File: src/rtl/tick_div_pkg.sv
// Shared types and defaults for the tick divider controller.
package tick_div_pkg;

  typedef enum logic [1:0] {
    IDLE = 2'd0,
    RUN  = 2'd1,
    PEND = 2'd2
  } state_t;

  localparam int DEF_CNT_W = 17;

endpackage

File: src/rtl/div_counter.sv
// Loadable up-counter with synchronous clear and a registered terminal-count flag.
module div_counter #(
  parameter int CNT_W = 17
) (
  input  logic             i_clk,
  input  logic             i_rst,
  input  logic             i_clr,
  input  logic             i_ld,
  input  logic [CNT_W-1:0] i_ld_val,
  input  logic             i_inc,
  input  logic             i_tc_en,
  input  logic [CNT_W-1:0] i_last,
  output logic             o_tc
);

  logic [CNT_W-1:0] r_cnt;
  logic [CNT_W-1:0] w_cnt_nx;
  logic             r_tc;

  always_comb begin
    w_cnt_nx = r_cnt;
    if (i_clr)
      w_cnt_nx = '0;
    else if (i_ld)
      w_cnt_nx = i_ld_val;
    else if (i_inc)
      w_cnt_nx = r_cnt + CNT_W'(1);
  end

  // The flag reflects the count about to be held, so it is high exactly while the count equals i_last.
  always_ff @(posedge i_clk or posedge i_rst) begin
    if (i_rst) begin
      r_cnt <= '0;
      r_tc  <= 1'b0;
    end else begin
      r_cnt <= w_cnt_nx;
      r_tc  <= i_tc_en && (w_cnt_nx == i_last);
    end
  end

  assign o_tc = r_tc;

endmodule

File: src/rtl/tick_div_ctrl.sv
// Programmable tick divider: IDLE/RUN/PEND FSM with a shadow ratio applied at period boundaries.
// Optional div_clock square-wave output is built only with TICK_DIV_CTRL_PHASE_OUT_EN defined.
module tick_div_ctrl
  import tick_div_pkg::*;
#(
  parameter int CNT_W = DEF_CNT_W
) (
  input  logic             clock,
  input  logic             reset,
  input  logic             enable,
  input  logic             cfg_valid,
  input  logic [CNT_W-1:0] cfg_div,
  output logic             cfg_ready,
  output logic             tick,
  output logic             div_clock,
  output logic             busy
);

  state_t           r_state;
  state_t           w_state_nx;
  logic [CNT_W-1:0] r_active;
  logic [CNT_W-1:0] r_shadow;
  logic [CNT_W-1:0] w_active_nx;
  logic [CNT_W-1:0] w_shadow_nx;
  logic [CNT_W-1:0] w_ratio;
  logic [CNT_W-1:0] w_last;
  logic             w_acc;
  logic             w_clr;
  logic             w_ld;
  logic             w_inc;
  logic             w_tc_en;
  logic             w_tc;

  assign cfg_ready = (r_state != PEND);
  assign busy      = (r_state != IDLE);
  assign w_acc     = cfg_valid && cfg_ready;
  assign tick      = w_tc;

  always_comb begin
    w_state_nx  = r_state;
    w_active_nx = r_active;
    w_shadow_nx = r_shadow;
    w_ratio     = r_active;
    w_clr       = 1'b0;
    w_ld        = 1'b0;
    w_inc       = 1'b0;
    case (r_state)
      IDLE: begin
        w_clr = 1'b1;
        if (w_acc)
          w_active_nx = cfg_div;
        else if (enable && (r_active != '0))
          w_state_nx = RUN;
      end
      default: begin
        if (!enable) begin
          w_state_nx  = IDLE;
          w_shadow_nx = '0;
          w_clr       = 1'b1;
          if (w_acc)
            w_active_nx = cfg_div;
        end else if (w_tc) begin
          // Terminal count: a held or same-cycle ratio takes effect here.
          if (r_state == PEND)
            w_ratio = r_shadow;
          else if (w_acc)
            w_ratio = cfg_div;
          w_active_nx = w_ratio;
          w_shadow_nx = '0;
          w_ld        = 1'b1;
          w_state_nx  = (w_ratio == '0) ? IDLE : RUN;
        end else begin
          w_inc = 1'b1;
          if (w_acc) begin
            w_shadow_nx = cfg_div;
            w_state_nx  = PEND;
          end
        end
      end
    endcase
  end

  assign w_tc_en = (w_state_nx != IDLE);
  assign w_last  = w_active_nx - CNT_W'(1);

  div_counter #(
    .CNT_W (CNT_W)
  ) u_div_counter (
    .i_clk    (clock),
    .i_rst    (reset),
    .i_clr    (w_clr),
    .i_ld     (w_ld),
    .i_ld_val ('0),
    .i_inc    (w_inc),
    .i_tc_en  (w_tc_en),
    .i_last   (w_last),
    .o_tc     (w_tc)
  );

  always_ff @(posedge clock or posedge reset) begin
    if (reset) begin
      r_state  <= IDLE;
      r_active <= '0;
      r_shadow <= '0;
    end else begin
      r_state  <= w_state_nx;
      r_active <= w_active_nx;
      r_shadow <= w_shadow_nx;
    end
  end

`ifdef TICK_DIV_CTRL_PHASE_OUT_EN
  logic r_div;

  always_ff @(posedge clock or posedge reset) begin
    if (reset)
      r_div <= 1'b0;
    else if (w_state_nx == IDLE)
      r_div <= 1'b0;
    else if (w_tc)
      r_div <= ~r_div;
  end

  assign div_clock = r_div;
`else
  assign div_clock = 1'b0;
`endif

endmodule

File: config.mk
export PLATFORM = sky130hd
export DESIGN_NAME = tick_div_ctrl
export DESIGN_NICKNAME = d
export VERILOG_FILES = /design/src/rtl/tick_div_pkg.sv /design/src/rtl/div_counter.sv /design/src/rtl/tick_div_ctrl.sv
export SDC_FILE = /design/constraint.sdc
export NUM_CORES = 1
export LEC_CHECK = 0
export ABC_AREA = 1
export BUFFER_PORTS_ARGS = -buffer_cell sky130_fd_sc_hd__buf_2
export CORE_MARGIN = 1
export CORE_UTILIZATION = 25
export CTS_BUF_LIST = sky130_fd_sc_hd__clkbuf_16
export CTS_CLUSTER_DIAMETER = 120
export DETAILED_ROUTE_END_ITERATION = 8
export GPL_TIMING_DRIVEN = 0
export SETUP_SLACK_MARGIN = 0.15
export SKIP_LAST_GASP = 1
export SLEW_MARGIN = 20
export SYNTH_ARGS = -nofsm -noshare
export SYNTH_HDL_FRONTEND = slang
export SYNTH_SLANG_ARGS = --single-unit
File: constraint.sdc
create_clock -name clock -period 4.19 [get_ports clock]
set_input_delay 0.2095 -clock clock [delete_from_list [all_inputs] [get_ports clock]]
set_output_delay 0.2095 -clock clock [all_outputs]
set_load 0.02 [all_outputs]
==> impl_metrics.csv, run 1 <==
group,metric,value,unit
min_path,whs_path_depth,3,
synth,synth_top_area_share,0.347,
global_route,grt_pass1_wl,18200,um
critical_path,end_kind,"flip-flop",
global_route,grt_overflow,0,
critical_path,cp_num_buf_inv,4,
synth,syn-instance-count,593,
sta,setup_tns,0,ns
layout,fin_area,4420,um^2
cts,cts-htree-levels,2,
global_route,grt_pass1_vias,3627,
critical_path,reg2regPathDepth,19,
critical_path,path_class,"reg -> reg",
critical_path,max_stage_delay,0.43,ns
cts,clkSinkCount,54,
placed_design,place_congestion,0.857,
power_and_ir_drop,vdd_drop_max,0.191,mV
critical_path,startpoint_type,"flip-flop",
synth,synth_seq_cells,54,
sta,final_max_slew_viol_count,0,
critical_path,r2r-start,"r_state[0]",
synth,synth-seq-area-share,0.347,
cts,cts_tree,"built",
status,status,"finished clean",
min_path,holdPathEnd,"r_shadow[14]",
floorplan,io-pin-count,25,
layout,multi_input_area,2110,um^2
route,totalWireLength,10700,um
sta,clock.fmax,367,MHz
synth,synth-async-reset-ratio,1.00,
layout,drive_gt1_frac,0.130,
sta,rsz0062_at_grt,"no",
synth,syn_area_per_cell,6.57,um^2
floorplan,die_area,16100,um^2
synth,synth_most_common_cell,"nand2_1",
cts,cts_made_buffers,5,
sta,tightestPinTransition,0.693,ns
synth,netlist_area,3900,um^2
cts,holdBufCountCts,1,
sta,final-hold-violation-count,0,
critical_path,worstPathArrival,2.94,ns
sta,setup_viol,0,
synth,synth.distinct_cells,37,
floorplan,core,15200,um^2
floorplan,die_h,127,um
layout,syn2layout_area_growth,13.6,%
cts,worstSkewPairLatency,0.30,ns
critical_path,critPathMaxFanout,10,
floorplan,die_w,127,um
cts,clk_pin_slew,0.08,ns
critical_path,crit_family,"simple AND/OR/NAND/NOR gates",
min_path,worstHoldStart,"cfg_div[14]",
critical_path,r2r-end,"u_div_counter.o_tc",
route,antenna_left,0,
cts,post_cts_buffers,0,
sta,max-slew-margin-rel,0.536,
placed_design,place.port_buffers,22,
critical_path,cp_slowest_cell,"dfrtp_1",
critical_path,crit_required,4.41,ns
placed_design,dp_hpwl,8450,um
global_route,grt_max_degree,43,
global_route,antenna_found_initial,0,
route,drt_iter0_markers,259,
critical_path,cp_common_cell,"nand2_1",
floorplan,core.rowCount,45,
critical_path,r2r_slack,1.47,ns
layout,nFillCells,1683,
run,cap_violations,0,
cts,clk_path_buf_depth,2,
route,wl_per_cell,13.2,um
critical_path,crit_chain,"inv_2 > nand2_4 > buf_4 > nand3_1 > nand2_1 > nand2_1 > nand2_1 > a21oi_2 > ha_1 > nand3_1 > nor2_4 > nand2_1 > clkinv_1 > nand3_1 > nand2_1 > nand2_1 > inv_1 > nand4_1 > nor2_1",
cts,cts_resized,0,
layout,regArea,1350,um^2
synth,synthTopCellsByCount,"184 x nand2_1, 78 x inv_1, 73 x nand3_1",
layout,antennaDiodeCount,0,
sta,fin_crit_sh,0.649,
route,viasPerCell,4.69,
synth,netlist_top_cells_area,"dfrtp_1 35%, nand2_1 18%, nand3_1 9.4%",
power_and_ir_drop,p_leak,2.20,nW
synth,syn_nets,616,
cts,cts-root-buf,"clkbuf_16",
route,num_vias,3805,
global_route,track_usage,0.142,
synth,yosysWarnings,0,
route,drc,0,
sta,skew,0.0118,ns
synth,ys.flop_type,"dfrtp_1",
route,dr.pass1.iters,6,
floorplan,start_util,0.256,
placed_design,placed_cell_area,4270,um^2
layout,fin_util,0.291,
min_path,hold_class,"in -> reg",
power_and_ir_drop,power_density,332,nW/um^2
synth,synth_top_area_cell,"dfrtp_1",
synth,synth-edff-count,0,
sta,period_minus_slack,2.72,ns
layout,final_nets,647,
final cells by class:
type                       instances  area share
inverter                          85      0.0727
tap                              188      0.0532
buffer                            17      0.0252
sequential                        54       0.305
clock inverter                     2     0.00396
clock buffer                       5      0.0283
multi-input combinational        437       0.478
timing repair buffer              24      0.0334
report_power, final:
group / internal [mW] / switching [mW]
clock: 0.224 / 0.210
sequential: 0.573 / 0.0311
combinational: 0.146 / 0.288
worst register-to-register path: stages, from the launching register on:
cell	delay (ns)
dfrtp_1	0.43
inv_2	0.10
nand2_4	0.09
buf_4	0.20
nand3_1	0.12
nand2_1	0.09
nand2_1	0.06
nand2_1	0.10
a21oi_2	0.21
ha_1	0.25
nand3_1	0.16
nor2_4	0.19
nand2_1	0.13
clkinv_1	0.08
nand3_1	0.07
nand2_1	0.09
nand2_1	0.05
inv_1	0.04
nand4_1	0.09
nor2_1	0.11
per-stage QoR:
| step | total power [mW] | setup slack (ns) | cells | hold WS (ns) |
|---|---|---|---|---|
| 5_1_grt | 1.57 | 1.14 | 812 | 0.266 |
| 3_3_place_gp | 1.04 | 1.49 | 803 | 0.503 |
| 2_1_floorplan | 0.935 | 1.90 | 593 | 0.403 |
| 4_1_cts | 1.48 | 1.45 | 812 | 0.236 |
| 3_5_place_dp | 1.04 | 1.50 | 804 | 0.161 |
| 6_report | 1.47 | 1.47 | 812 | 0.229 |
cells by family (layout without fill, tap and decap cells):
family | after synthesis | after routing | synth area share
adders and majority gates | 2 | 2 | 0.00642
DFF | 54 | 54 | 0.347
xor gates and xnor gates | 18 | 18 | 0.0405
AOI/OAI and AO/OA | 49 | 49 | 0.0758
buffers and inverters | 102 | 133 | 0.110
and+or+nand+nor | 367 | 367 | 0.419
other | 1 | 1 | 0.000962
how the worst max path moves through the flow:
| stage | start | to | slack (ns) | cells after the start |
|---|---|---|---|---|
| 2_1_floorplan | r_state[1] | u_div_counter.o_tc | 1.90 | 19 |
| 3_3_place_gp | r_state[0] | u_div_counter.o_tc | 1.49 | 18 |
| 3_5_place_dp | r_state[0] | u_div_counter.o_tc | 1.50 | 18 |
| 4_1_cts | r_state[0] | u_div_counter.o_tc | 1.45 | 18 |
| 5_1_grt | r_state[0] | u_div_counter.o_tc | 1.14 | 19 |
| 6_report | r_state[0] | u_div_counter.o_tc | 1.47 | 19 |
per-layer routing:
metal | wire, um | GRT usage | part of all wire
met1 | 5370 | 0.206 | 0.50
met2 | 4780 | 0.224 | 0.45
met3 | 475 | 0.0177 | 0.044
met4 | 103 | 0.0308 | 0.0096
met5 | 0 | 0 | 0
state kept, by name, indices dropped and copies added (netlist names):
| signal | cells |
|---|---|
| u_div_counter.r_cnt | 17 |
| r_active | 17 |
| r_state | 2 |
| r_shadow | 17 |
| u_div_counter.o_tc | 1 |
layout by cell type (no fill, tap or decap), types with 3 or more instances in the layout:
cell type  synthesis  routed
buf_4              4       4
inv_2              5       5
a22oi_1            3       3
or2_2              3       3
nor4_1             4       4
nand2_2            9       9
buf_2              8      30
dfrtp_1           54      54
o21ai_0            6       6
buf_6              3       3
inv_1             78      77
nand4_1           14      14
xor2_1            11      11
nand2_1          184     184
nor2_1            57      57
nor2_2             8       8
o22ai_1           17      17
nand3b_1           3       3
clkbuf_16          0       5
nand3_1           73      73
xnor2_1            7       7
a21oi_2            4       4
a21oi_1           15      15
nor2_4             3       3
(Power assumes the default switching activity.)
==> inputs of run 2 (changes only) <==
==> constraint.sdc (replaced) <==
create_clock -name clock -period 2.75 [get_ports clock]
set_input_delay 0.1375 -clock clock [delete_from_list [all_inputs] [get_ports clock]]
set_output_delay 0.1375 -clock clock [all_outputs]
set_load 0.02 [all_outputs]
==> run 2 against run 1 <==
  * Cell area up 9.0%
  * Cell count up 2.2%
  * Largest cell class unchanged
  * Worst setup slack worse by 1.2 ns
  * Hold slack worse by 0.077 ns
  * Largest power group unchanged
  * Maximum frequency up 9.7%
  * Sequential share of layout area down 2.5 points
  * Core utilization up 2.6 points
  * Die area unchanged
  * Critical path type unchanged
  * Count of clock-buffer cells in the layout unchanged
  * Critical path depth down 1
==> impl_metrics.csv, run 2 (same netlist as run 1, synthesis figures left out) <==
group,metric,value,unit
critical_path,startpoint_type,"flip-flop",
floorplan,core.rowCount,45,
critical_path,crit_required,2.97,ns
sta,final-hold-violation-count,0,
layout,final_cell_mix,"173 x nand2_1, 77 x inv_1, 61 x nand3_1",
cts,worstSkewPairLatency,0.29,ns
layout,drive_gt1_frac,0.207,
sta,setup_viol,0,
critical_path,cp-endpoint,"u_div_counter.o_tc",
sta,clock.fmax,403,MHz
global_route,track_usage,0.143,
power_and_ir_drop,p_leak,2.35,nW
floorplan,die_w,127,um
min_path,hold_class,"in -> reg",
critical_path,cp_slowest_cell,"dfrtp_2",
layout,final_nets,665,
route,viasPerCell,4.74,
sta,final_max_slew_viol_count,0,
cts,cts_tree,"built",
placed_design,place.port_buffers,22,
critical_path,path_class,"reg -> reg",
route,totalWireLength,11300,um
sta,tightestPinTransition,0.739,ns
route,drt_iter0_markers,187,
cts,cts_made_buffers,5,
global_route,grt_overflow,0,
global_route,grt_pass1_wl,18300,um
cts,clk_path_buf_depth,2,
floorplan,die_area,16100,um^2
route,dr.pass1.iters,6,
critical_path,r2r-start,"r_state[1]",
run,cap_violations,0,
critical_path,max_stage_delay,0.46,ns
power_and_ir_drop,power_density,492,nW/um^2
layout,antennaDiodeCount,0,
sta,setup_tns,0,ns
global_route,grt_util_met3,0.0169,
min_path,worstHoldStart,"cfg_div[1]",
cts,cts-root-buf,"clkbuf_16",
floorplan,die_h,127,um
critical_path,end_kind,"flip-flop",
cts,clkSinkCount,54,
route,drc,0,
global_route,antenna_found_initial,0,
route,wl_per_cell,13.6,um
sta,period_minus_slack,2.48,ns
sta,worst_slack,0.270,ns
sta,max-slew-margin-rel,0.505,
critical_path,crit_chain,"inv_4 > nand2_4 > nand2_4 > buf_12 > buf_6 > nor2_1 > a21oi_4 > ha_4 > xnor2_1 > inv_1 > nand2_1 > nor2_1 > nand3_1 > nor2_2 > nand2_1 > nor2_2 > nand4_1 > nor2_1",
cts,cts-htree-levels,2,
sta,fin_crit_sh,0.902,
floorplan,core,15200,um^2
placed_design,dp_slack,0.0557,ns
critical_path,r2r_slack,0.27,ns
critical_path,cp-startpoint,"r_state[1]",
sta,rsz0062_at_grt,"yes",
cts,clk_pin_slew,0.08,ns
layout,syn2layout_area_growth,23.8,%
placed_design,dp_hpwl,8450,um
floorplan,io-pin-count,25,
global_route,grt_max_degree,43,
global_route,grt_pass1_vias,3659,
status,status,"finished clean",
global_route,top_usage_layer,"met2",
critical_path,reg2regPathDepth,18,
route,num_vias,3932,
route,antenna_left,0,
critical_path,worstPathArrival,2.70,ns
critical_path,cp_common_cell,"nor2_1",
sta,skew,0.0103,ns
critical_path,critPathMaxFanout,10,
layout,final_common_cell,"nand2_1",
global_route,met2_usage,0.229,
floorplan,start_util,0.256,
power_and_ir_drop,vdd_drop_max,0.292,mV
critical_path,r2r-end,"u_div_counter.o_tc",
layout,top_regs,"r_active x17, r_shadow x17, u_div_counter.r_cnt x17",
placed_design,place_congestion,0.857,
global_route,grt_util_met1,0.205,
==> run 2: how the worst min path moves through the flow <==
stage	to	slack, ns	cells past startpoint
4_1_cts	r_shadow[14]	0.16	3
6_report	r_shadow[1]	0.15	3
5_1_grt	r_shadow[1]	0.16	3
3_3_place_gp	r_shadow[14]	0.47	3
2_1_floorplan	r_shadow[1]	0.33	2
3_5_place_dp	u_div_counter.r_cnt[11]	0.09	2
==> run 2: routing by layer <==
| metal | up-vias | wire (um) |
|---|---|---|
| met1 | 1834 | 5510 |
| met4 | 0 | 155 |
| met2 | 96 | 5090 |
| met3 | 10 | 539 |
| li1 | 1992 | - |
| met5 | - | 0 |
==> run 2: final cells by class <==
class                      count  area [um^2]
inverter                      85          324
tap                          188          235
clock inverter                 2         17.5
clock buffer                   5          125
sequential                    54         1350
multi-input combinational    437         2340
buffer                        17          146
timing repair buffer          42          284
fill                        1647        10400
==> run 2: report_power, final <==
| group | internal, mW | total (mW) | switching [mW] | leakage, nW |
|---|---|---|---|---|
| logic | 0.293 | 0.794 | 0.501 | 1.57 |
| registers | 0.873 | 0.922 | 0.0498 | 0.714 |
| clock network | 0.341 | 0.655 | 0.314 | 0.0707 |
| total | 1.51 | 2.37 | 0.864 | 2.35 |
==> run 2: timing repair <==
action | CTS | global route
cloned | 0 | 1
hold buffers | 1 | 0
setup buffers | 3 | 14
pin swaps | 4 | 20
setup endpoints to repair | 1 | 1
hold endpoints to repair | 12 | 0
gates resized for setup | 6 | 58
==> run 2: worst max-delay path: cells and delay by family, from the launching register on <==
family | cells | cell delay (ns)
xor+xnor | 1 | 0.12
compound gates | 1 | 0.20
simple gates | 11 | 0.95
buf+inv | 4 | 0.45
fa+ha+maj | 1 | 0.22
flops | 1 | 0.46
==> run 2: stage by stage <==
step | power [mW] | utilization | hold slack [ns] | area (um^2) | std cells
2_1_floorplan | 1.42 | - | 0.331 | 3900 | 593
3_3_place_gp | 1.58 | 0.279 | 0.467 | 4240 | 803
3_5_place_dp | 1.59 | 0.281 | 0.0886 | 4270 | 804
4_1_cts | 2.26 | 0.294 | 0.164 | 4470 | 815
5_1_grt | 2.52 | 0.317 | 0.163 | 4820 | 830
6_report | 2.37 | 0.317 | 0.152 | 4820 | 830
==> inputs of run 3 (changes only) <==
--- a/config.mk
+++ b/config.mk
@@ -5,7 +5,6 @@
 export SDC_FILE = /design/constraint.sdc
 export NUM_CORES = 1
 export LEC_CHECK = 0
-export ABC_AREA = 1
 export BUFFER_PORTS_ARGS = -buffer_cell sky130_fd_sc_hd__buf_2
 export CORE_MARGIN = 1
 export CORE_UTILIZATION = 25
==> run 3 against run 2 <==
  * The flow now finishes with violations (negative setup slack)
  * Worst setup slack worse by 0.91 ns
  * Cell area is 11% lower
  * Critical endpoint unchanged
  * Critical path depth is 6 lower
  * Sequential cell count stayed put
  * Via count is 16% lower
==> impl_metrics.csv, run 3 <==
group,metric,value,unit
status,status,"complete, but fails checks",
status,violations,"negative setup slack",
layout,antennaDiodeCount,0,
cts,clk_pin_slew,0.07,ns
critical_path,cp_num_buf_inv,3,
layout,final_common_cell,"dfrtp_1",
sta,rsz0062_at_grt,"yes",
critical_path,crit_family,"compound AO/OA/AOI/OAI gates",
critical_path,critPathMaxFanout,10,
layout,top_regs,"r_active x17, r_shadow x17, u_div_counter.r_cnt x17",
cts,cts-htree-levels,2,
synth,synth-edff-count,0,
floorplan,die_w,123,um
critical_path,max_stage_delay,0.52,ns
placed_design,place_congestion,0.871,
placed_design,dp.cells,589,
route,drc,0,
layout,fin_util,0.306,
cts,cts-root-buf,"clkbuf_16",
critical_path,cp_slowest_cell,"or4_4",
cts,clk_path_buf_depth,2,
floorplan,io-pin-count,25,
critical_path,startpoint_type,"flip-flop",
floorplan,start_util,0.260,
critical_path,path_class,"reg -> reg",
route,wl_per_cell,17.6,um
layout,drive_gt1_frac,0.199,
sta,period_minus_slack,3.39,ns
cts,worstSkewPairLatency,0.29,ns
power_and_ir_drop,power_density,505,nW/um^2
floorplan,core.rowCount,43,
synth,synth_seq_cells,54,
sta,final_max_slew_viol_count,0,
sta,max-slew-margin-rel,0.455,
synth,syn_area_per_cell,9.44,um^2
cts,cts_tree,"built",
power_and_ir_drop,p_leak,1.69,nW
route,dr.pass1.iters,5,
sta,setup_viol,1,
min_path,hold_class,"in -> reg",
critical_path,crit_required,2.95,ns
synth,synth_top_area_share,0.370,
synth,syn_nets,410,
route,drt_iter0_markers,268,
global_route,grt_max_degree,55,
layout,syn2layout_area_growth,17.8,%
global_route,grt_pass1_vias,3327,
synth,synth-seq-area-share,0.370,
synth,synth-async-reset-ratio,1.00,
power_and_ir_drop,vdd_drop_max,0.218,mV
floorplan,core,14000,um^2
floorplan,die_h,123,um
layout,nFillCells,1444,
synth,synth.distinct_cells,64,
synth,ys.flop_type,"dfrtp_1",
route,antenna_left,0,
synth,syn-instance-count,387,
sta,worst_slack,-0.638,ns
sta,tightestPinTransition,0.818,ns
cts,cts_made_buffers,5,
power_and_ir_drop,p_total,2.17,mW
global_route,grt_overflow,0,
synth,synth_top_area_cell,"dfrtp_1",
synth,synthTopCellsByCount,"54 x dfrtp_1, 30 x nor2_1, 22 x o211ai_1",
sta,skew,0.00737,ns
route,totalWireLength,10600,um
layout,final_nets,445,
synth,synth_most_common_cell,"dfrtp_1",
sta,final-hold-violation-count,0,
route,num_vias,3288,
sta,fin_crit_sh,1.23,
synth,yosysWarnings,0,
layout,final_cell_mix,"53 x dfrtp_1, 29 x nor2_1, 26 x buf_2",
route,viasPerCell,5.45,
sta,clock.fmax,295,MHz
critical_path,worstPathArrival,3.58,ns
sta,setup_tns,-0.638,ns
global_route,antenna_found_initial,0,
critical_path,crit_chain,"buf_6 > o211a_1 > buf_6 > a31o_4 > buf_6 > o221a_4 > or4_4 > a211o_1 > a2111oi_4 > o22ai_1 > a2111o_1 > nor4_2",
layout,fin_cells,603,
cts,clkSinkCount,54,
critical_path,end_kind,"flip-flop",
placed_design,dp_hpwl,7980,um
global_route,grt_pass1_wl,17100,um
sta,hold-worst-slack,0.102,ns
floorplan,die_area,15100,um^2
synth,netlist_area,3650,um^2
synth,netlist_top_cells_area,"dfrtp_1 37%, mux2i_1 4.7%, o211ai_1 4.5%",
critical_path,cp_common_cell,"buf_6",
global_route,track_usage,0.146,
placed_design,place.port_buffers,22,
run,cap_violations,0,
run 3: cell types whose count changed after synthesis, moves of 11 or more:
cell | before | now
nand2_1 | 184 | 20
inv_1 | 78 | 15
nand3_1 | 73 | 15
nor2_1 | 57 | 30
o211ai_1 | 1 | 22
a22o_1 | 0 | 17
mux2i_1 | 0 | 17
o22ai_1 | 17 | 2
nand3b_1 | 3 | 14
run 3: logic make-up after synthesis:
family                   Yosys count  share of synthesized area
XOR/XNOR                          29                     0.0733
adder cells (fa/ha/maj)            2                    0.00685
AO/OA/AOI/OAI                    108                      0.237
AND/OR/NAND/NOR                  136                      0.210
flip-flops                        54                      0.370
multiplexers                      18                     0.0497
buffers and inverters             39                     0.0521
other                              1                    0.00103
run 3: routing by layer:
layer  GRT usage  vias to the layer above  share of wire
met1       0.193                     1639           0.46
met2       0.242                       87           0.47
met5           0                        -              0
met4      0.0473                        0          0.017
met3      0.0228                       12          0.051
li1            -                     1550              -
run 3: repair_timing:
action | 4_1_cts | 5_1_grt
hold buffers | 1 | 0
setup endpoints to repair | 19 | 12
gates resized for setup | 17 | 9
buffers inserted | 3 | 2
endpoints found under the hold margin | 34 | 0
pin swaps | 3 | 5
run 3: final cells by class:
type / instances / area (um^2) / area share
plain buffers: 22 / 151 / 0.0352
clock buffers: 5 / 125 / 0.0291
clock inverters: 3 / 41.3 / 0.00960
inverters: 17 / 66.3 / 0.0154
multi-input cells: 294 / 2180 / 0.507
flip-flops and latches: 54 / 1350 / 0.314
well taps: 180 / 225 / 0.0523
repair buffers: 28 / 158 / 0.0366
run 3: worst reg2reg max path: cells and delay by family, from the launching register on:
| family | cells | cell delay (ns) |
|---|---|---|
| AOI/OAI and AO/OA | 7 | 1.82 |
| and+or+nand+nor | 2 | 0.66 |
| buffers and inverters | 3 | 0.43 |
| DFF | 1 | 0.38 |
run 3: power by group:
group / internal [mW] / switching, mW
Clock: 0.427 / 0.299
Combinational: 0.213 / 0.303
Sequential: 0.864 / 0.0643
Total: 1.50 / 0.667
run 3: path summary, 6_finish.rpt:
check	depth (start not counted)	to	startpoint	slack, ns
max in group asynchronous	3	u_div_counter.o_tc	reset	1.75
min reg2reg	1	r_shadow[14]	r_shadow[14]	0.51
max	12	u_div_counter.o_tc	r_state[1]	-0.64
min	2	r_shadow[14]	cfg_div[14]	0.10
min in group asynchronous	3	u_div_counter.r_cnt[2]	reset	0.50
max reg2reg	12	u_div_counter.o_tc	r_state[1]	-0.64
run 3: metrics by stage:
stage | instance area (um^2) | setup WS (ns)
floorplan | 3660 | -0.352
global placement | 4000 | -0.696
detailed placement | 4000 | -0.744
CTS | 4260 | -0.592
global route | 4300 | -0.750
finish | 4300 | -0.638
